`src/rtl/axi4lite_cmd_master.sv`:
```
// axi4lite_cmd_master: single-beat command port to AXI4-Lite master, one transaction in flight.
// Responses are returned as a one-cycle resp_valid pulse with the received BRESP/RRESP.
module axi4lite_cmd_master #(
    parameter int DATA_WIDTH = 32,
    parameter int ADDR_WIDTH = 32,
    parameter logic [2:0] PROT = 3'b000
) (
    input  logic                    aclk,
    input  logic                    areset,
    input  logic                    req_valid,
    output logic                    req_ready,
    input  logic                    req_write,
    input  logic [ADDR_WIDTH-1:0]   req_addr,
    input  logic [DATA_WIDTH-1:0]   req_wdata,
    input  logic [DATA_WIDTH/8-1:0] req_wstrb,
    output logic                    resp_valid,
    output logic                    resp_write,
    output logic [1:0]              resp_code,
    output logic                    resp_err,
    output logic [DATA_WIDTH-1:0]   resp_rdata,
    output logic [ADDR_WIDTH-1:0]   awaddr,
    output logic [2:0]              awprot,
    output logic                    awvalid,
    input  logic                    awready,
    output logic [DATA_WIDTH-1:0]   wdata,
    output logic [DATA_WIDTH/8-1:0] wstrb,
    output logic                    wvalid,
    input  logic                    wready,
    input  logic [1:0]              bresp,
    input  logic                    bvalid,
    output logic                    bready,
    output logic [ADDR_WIDTH-1:0]   araddr,
    output logic [2:0]              arprot,
    output logic                    arvalid,
    input  logic                    arready,
    input  logic [DATA_WIDTH-1:0]   rdata,
    input  logic [1:0]              rresp,
    input  logic                    rvalid,
    output logic                    rready
);
    typedef enum logic [2:0] {IDLE, WR_AW_W, WR_B, RD_AR, RD_R} state_t;
    state_t state, state_next;
    logic up, aw_done, w_done, accept, b_hs, r_hs;
    logic [ADDR_WIDTH-1:0] addr_q;
    logic [DATA_WIDTH-1:0] wdata_q;
    logic [DATA_WIDTH/8-1:0] wstrb_q;
    // up keeps req_ready low until the first edge after reset release
    assign req_ready = up && state == IDLE;
    assign accept = req_valid && req_ready;
    assign b_hs = state == WR_B && bvalid;
    assign r_hs = state == RD_R && rvalid;
    assign awvalid = state == WR_AW_W && !aw_done;
    assign wvalid = state == WR_AW_W && !w_done;
    assign arvalid = state == RD_AR;
    assign bready = state == WR_B;
    assign rready = state == RD_R;
    assign awaddr = addr_q;
    assign araddr = addr_q;
    assign awprot = PROT;
    assign arprot = PROT;
    assign wdata = wdata_q;
    assign wstrb = wstrb_q;
    assign resp_err = resp_code != 2'b00;
    always_comb begin
        state_next = state;
        case (state)
            IDLE:    if (accept) state_next = req_write ? WR_AW_W : RD_AR;
            WR_AW_W: if ((aw_done || awready) && (w_done || wready)) state_next = WR_B;
            WR_B:    if (bvalid) state_next = IDLE;
            RD_AR:   if (arready) state_next = RD_R;
            RD_R:    if (rvalid) state_next = IDLE;
            default: state_next = IDLE;
        endcase
    end
    always_ff @(posedge aclk or posedge areset) begin
        if (areset) begin
            state      <= IDLE;
            up         <= 1'b0;
            aw_done    <= 1'b0;
            w_done     <= 1'b0;
            addr_q     <= '0;
            wdata_q    <= '0;
            wstrb_q    <= '0;
            resp_valid <= 1'b0;
            resp_write <= 1'b0;
            resp_code  <= 2'b00;
            resp_rdata <= '0;
        end else begin
            state      <= state_next;
            up         <= 1'b1;
            resp_valid <= b_hs || r_hs;
            if (accept) begin
                addr_q  <= req_addr;
                wdata_q <= req_wdata;
                wstrb_q <= req_wstrb;
                aw_done <= 1'b0;
                w_done  <= 1'b0;
            end
            if (state == WR_AW_W) begin
                aw_done <= aw_done || awready;
                w_done  <= w_done || wready;
            end
            if (b_hs) begin
                resp_write <= 1'b1;
                resp_code  <= bresp;
                resp_rdata <= '0;
            end
            if (r_hs) begin
                resp_write <= 1'b0;
                resp_code  <= rresp;
                resp_rdata <= rdata;
            end
        end
    end
endmodule

```
`config.mk`:
```
export PLATFORM = sky130hd
export DESIGN_NAME = axi4lite_cmd_master
export DESIGN_NICKNAME = d
export VERILOG_FILES = /design/src/rtl/axi4lite_cmd_master.sv
export SDC_FILE = /design/constraint.sdc
export NUM_CORES = 1
export LEC_CHECK = 0
export ABC_CLOCK_PERIOD_IN_PS = 3700
export CORE_ASPECT_RATIO = 1.5
export CORE_MARGIN = 2
export CORE_UTILIZATION = 34
export CTS_CLUSTER_SIZE = 10
export DETAILED_ROUTE_END_ITERATION = 7
export PLACE_DENSITY = 0.73
export SLEW_MARGIN = 20
export SYNTH_ARGS = -nofsm -noshare
export SYNTH_HDL_FRONTEND = slang
export SYNTH_SLANG_ARGS = --single-unit
```
`constraint.sdc`:
```
create_clock -name aclk -period 3.7 [get_ports aclk]
set_input_delay 0.925 -clock aclk [delete_from_list [all_inputs] [get_ports aclk]]
set_output_delay 0.925 -clock aclk [all_outputs]
set_load 0.01 [all_outputs]
```
==> out/metrics.yaml, run 1 <==
irDropWorstVdd_mv: 0.311
leakage_uw: 0.00339
fin_area_um2: 7210
clk_pin_slew_ns: 0.07
cp_data_required_time_ns: 2.77
antenna_found_initial: 0
maxCapViolCount: 0
start_util: 0.349
place_congestion: 0.782
yosys_warnings: 0
vias_per_cell: 4.58
routed_wirelength_um: 12300
end_kind: "output pin"
cts_setup_buffers: 0
track_usage: 0.171
grt_setup_unrepaired: "false"
num_rows: 51
start_kind: "register"
swShare: 0.334
die_h_um: 146
p_sw_uw: 1970
root_buffer: "clkbuf_16"
p_int_uw: 3920
grt_max_degree: 78
cp_max_fo: 9
fp.dieArea_um2: 14300
r2r_end: "wdata[30]"
crit_end: "awvalid"
period_minus_slack_ns: 2.84
drive_gt1_frac: 0.0386
cts_resized: 0
synth_area_per_cell_um2: 9.98
hold_viol: 0
n_antenna_cell: 0
clkPwrFrac: 0.166
final_net_count: 781
fin_ws_ns: 0.864
cts_buffer_depth: 2
routedWlPerCell_um: 14.8
drv_slew: 0
finalSetupTns_ns: 0
crit_arrival_ns: 1.91
post_dp_cell_area_um2: 6900
synth_area_um2: 4540
yosysSeqAreaShare: 0.606
synth_cell_types: 27
layout_commonest_cell: "clkdlybuf4s50_1"
cts_made_buffers: 9
timing.fmax_ghz: 0.353
syn_inst: 455
worst_slew_pin_slew_ns: 1.01
area_growth_pct: 58.7
regToRegSetupSlack_ns: 1.52
vias: 3814
ios: 262
period_share: 0.766
clock_sinks: 110
pre_cts_ws_ns: 0.970
maxSlewHeadroom: 0.328
yosys.area.top_type: "dfrtp_1"
combPwrFrac: 0.470
min_path_type: "reg2reg"
drt_iter0_drc: 86
power_density_nw_per_um2: 817
port_buffers: 255
hpwlAfterDp_um: 9380
r2r-start: "state[0]"
crit_start: "state[1]"
reg2reg_depth: 5
layout_common_cells: "clkdlybuf4s50_1, nand2_1, dfrtp_1"
synth_area_leaders: "dfrtp_1, nand2_1, buf_4, a22o_1, buf_6"
die_w_um: 98.4
cts_tree: "built"
crit_type: "reg2out"
status: "finished, final reports clean"
netlist.area_leader.share: 0.606
drc: 0
ys_ff_latch: 110
clock_latency_ns: 0.33
htreeDepth: 3
power_frac_seq: 0.364
drtAntennaViolNets: 0
setup_viol: 0
postCtsHoldBufs: 0
skew_ns: 0.00720
dr.pass1.iters: 4
grt-ovfl-total: 0
grt_pass1_vias: 3991
grt_first_pass_wirelength_um: 20100
coreArea_um2: 13000
state kept, by name, indices dropped and copies added, names as in the netlist:
name,count
aw_done,1
wstrb,4
up,1
resp_code,2
state,3
araddr,32
resp_rdata,32
wdata,32
w_done,1
resp_valid,1
resp_write,1
critical path, stage by stage, from the launching register on:
cell,delay [ns]
dfrtp_1,0.49
nor2_1,0.29
nand2_1,0.12
nor2_1,0.13
clkdlybuf4s50_1,0.55
worst min-delay path by stage:
stage	start	to	slack, ns	cells past startpoint
final	wdata[17]	wdata[17]	0.47	2
after floorplan	aw_done	aw_done	0.49	2
after detailed placement	wdata[13]	wdata[13]	0.46	2
after global routing	wdata[19]	wdata[19]	0.50	2
after CTS	wdata[4]	wdata[4]	0.48	2
after global placement	wdata[2]	wdata[2]	0.46	2
layout make-up:
type | count | area, um^2
fill | 1156 | 5810
timing repair buffer | 260 | 2600
tap | 159 | 199
sequential | 110 | 2750
clock inverter | 5 | 65.1
inverter | 6 | 26.3
multi-input combinational | 281 | 1320
clock buffer | 11 | 243
cell families after synthesis:
kind of cell,after synthesis,synth area share
AOI/OAI and AO/OA,43,0.0788
muxes,2,0.00441
DFF,110,0.606
other,2,0.00165
and+or+nand+nor,229,0.201
buffers and inverters,69,0.108
cells in the mapped netlist:
| cell | instances |
|---|---|
| a21o_1 | 1 |
| nand2b_1 | 1 |
| nand2_1 | 209 |
| nor3b_1 | 1 |
| buf_6 | 7 |
| a22o_1 | 33 |
| nor3b_2 | 1 |
| a2bb2oi_1 | 1 |
| dfrtp_1 | 110 |
| nand3b_1 | 2 |
| a32oi_1 | 1 |
| and2_1 | 2 |
| a31oi_1 | 2 |
| o22ai_1 | 1 |
| and3b_1 | 1 |
| a222oi_1 | 1 |
| mux2i_1 | 2 |
| nor4b_4 | 1 |
| conb_1 | 2 |
| or2_2 | 1 |
| inv_1 | 6 |
| buf_2 | 5 |
| clkbuf_1 | 5 |
| o21ai_1 | 1 |
| nor2_1 | 10 |
| buf_4 | 46 |
| o21ai_0 | 2 |
stage by stage:
step,utilization,instances,power (uW),hold slack [ns]
after floorplan,-,460,3420,0.485
after global placement,0.530,816,4900,0.457
after detailed placement,0.530,816,4970,0.462
after CTS,0.554,832,5980,0.480
after global routing,0.554,832,6270,0.500
final,0.554,832,5890,0.475
power by group through the flow:
stage / registers [uW] / logic (uW) / clock network, uW
finish: 2150 / 2770 / 975
global route: 2230 / 2980 / 1070
CTS: 2150 / 2810 / 1010
detailed placement: 2160 / 2810 / 0
global placement: 2140 / 2750 / 0
floorplan: 2330 / 1090 / 0
routing by layer:
| layer | GRT usage | up-vias | routed length, um |
|---|---|---|---|
| met1 | 0.203 | 1787 | 4810 |
| met3 | 0.0485 | 15 | 1000 |
| li1 | - | 1819 | - |
| met5 | 0 | - | 0 |
| met4 | 0.0514 | 0 | 227 |
| met2 | 0.300 | 193 | 6310 |
Power figures use the tool's default switching activity.
==> run 2, diff against run 1 <==
--- a/config.mk
+++ b/config.mk
@@ -5,7 +5,7 @@
 export SDC_FILE = /design/constraint.sdc
 export NUM_CORES = 1
 export LEC_CHECK = 0
-export ABC_CLOCK_PERIOD_IN_PS = 3700
+export ABC_CLOCK_PERIOD_IN_PS = 2600
 export CORE_ASPECT_RATIO = 1.5
 export CORE_MARGIN = 2
 export CORE_UTILIZATION = 34
==> constraint.sdc (replaced) <==
create_clock -name aclk -period 2.6 [get_ports aclk]
set_input_delay 0.65 -clock aclk [delete_from_list [all_inputs] [get_ports aclk]]
set_output_delay 0.65 -clock aclk [all_outputs]
set_load 0.01 [all_outputs]
==> out/metrics.yaml, run 2 (synthesized netlist as in run 1, its figures left out) <==
status: "finished, final reports clean"
layout_commonest_cell: "clkdlybuf4s50_1"
drt_iter0_drc: 90
antenna_found_initial: 0
vias_per_cell: 4.63
routed_wirelength_um: 12500
power_frac_seq: 0.360
final_net_count: 783
fin_area_um2: 7250
place_congestion: 0.778
vias: 3858
period_minus_slack_ns: 2.48
port_buffers: 255
layout_common_cells: "clkdlybuf4s50_1, nand2_1, dfrtp_1"
drv_slew: 0
post_dp_cell_area_um2: 6930
fp.dieArea_um2: 14300
clock_sinks: 110
combPwrFrac: 0.473
area_growth_pct: 59.5
irDropWorstVdd_mv: 0.507
clock_latency_ns: 0.34
clkPwrFrac: 0.167
worst_slew_pin_slew_ns: 0.670
power_uw: 8430
end_kind: "output pin"
track_usage: 0.170
power_density_nw_per_um2: 1160
cp_max_fo: 9
cts_buffer_depth: 2
die_w_um: 98.4
num_rows: 51
hpwlAfterDp_um: 9490
crit_arrival_ns: 1.83
p_sw_uw: 2830
grt_setup_unrepaired: "false"
min_path_type: "reg2reg"
ios: 262
timing.fmax_ghz: 0.403
cts_tree: "built"
die_h_um: 146
grt-ovfl-total: 0
root_buffer: "clkbuf_16"
start_util: 0.349
leakage_uw: 0.00340
maxSlewHeadroom: 0.553
skew_ns: 0.00974
drc: 0
p_int_uw: 5600
n_antenna_cell: 0
grt_max_degree: 66
grt_pass1_vias: 3943
crit_type: "reg2out"
dr.pass1.iters: 4
cp_data_required_time_ns: 1.95
htreeDepth: 3
coreArea_um2: 13000
drive_gt1_frac: 0.0430
setup_viol: 0
fin_hold_ws_ns: 0.472
drtAntennaViolNets: 0
period_share: 0.955
clk_pin_slew_ns: 0.07
start_kind: "register"
routedWlPerCell_um: 15.0
maxCapViolCount: 0
grt_first_pass_wirelength_um: 19800
cts_made_buffers: 9
finalSetupTns_ns: 0
postCtsHoldBufs: 0
swShare: 0.336
hold_viol: 0
-- run 2: cell types whose count changed in the layout (fill, tap and decap cells not counted), sizes merged --
cell	previous run	this run
inv	7	6
clkinv	2	3
buf	5	7
-- run 2: final timing paths --
check / start / end / slack, ns / cells past startpoint
min in group asynchronous: areset / resp_rdata[11] / 0.75 / 3
worst max-delay path: state[1] / req_ready / 0.12 / 2
worst max register to register: state[1] / araddr[31] / 0.85 / 5
worst min register to register: wstrb[1] / wstrb[1] / 0.47 / 2
worst min-delay path: wstrb[1] / wstrb[1] / 0.47 / 2
max in group asynchronous: areset / state[0] / 1.30 / 3
-- run 2: per-stage QoR --
stage | instances | utilization | setup WS, ns
5_1_grt | 834 | 0.557 | 0.0203
3_3_place_gp | 818 | 0.532 | 0.451
2_1_floorplan | 460 | - | 0.621
4_1_cts | 834 | 0.556 | 0.0121
3_5_place_dp | 818 | 0.532 | 0.387
6_report | 834 | 0.557 | 0.117
-- run 2: power by group through the flow --
stage | registers (uW) | logic [uW] | clock network [uW]
finish | 3030 | 3990 | 1410
global route | 3150 | 4290 | 1530
CTS | 3040 | 4050 | 1450
detailed placement | 3060 | 4040 | 0
global placement | 3020 | 3950 | 0
floorplan | 3320 | 1550 | 0
-- run 2: worst max-delay path: stages, from the launching register on --
cell             delay, ns
dfrtp_1               0.52
nor4b_4               0.36
clkdlybuf4s50_1       0.62
-- run 2: area by class of cell --
cell class / instances / area [um^2]
clock buffers: 11 / 243
multi-input cells: 281 / 1330
fillers: 1161 / 5770
clock inverters: 5 / 67.6
inverters: 6 / 26.3
well taps: 159 / 199
repair buffers: 262 / 2630
flip-flops and latches: 110 / 2750
-- run 2: timing repair --
item	CTS	global route
setup endpoints to repair	0	2
buffers inserted	0	0
gates resized for setup	0	2
-- run 2: layer usage --
| metal | global-route usage | part of all wire |
|---|---|---|
| met1 | 0.200 | 0.38 |
| met4 | 0.0616 | 0.028 |
| met2 | 0.292 | 0.50 |
| met5 | 0 | 0 |
| met3 | 0.0519 | 0.084 |
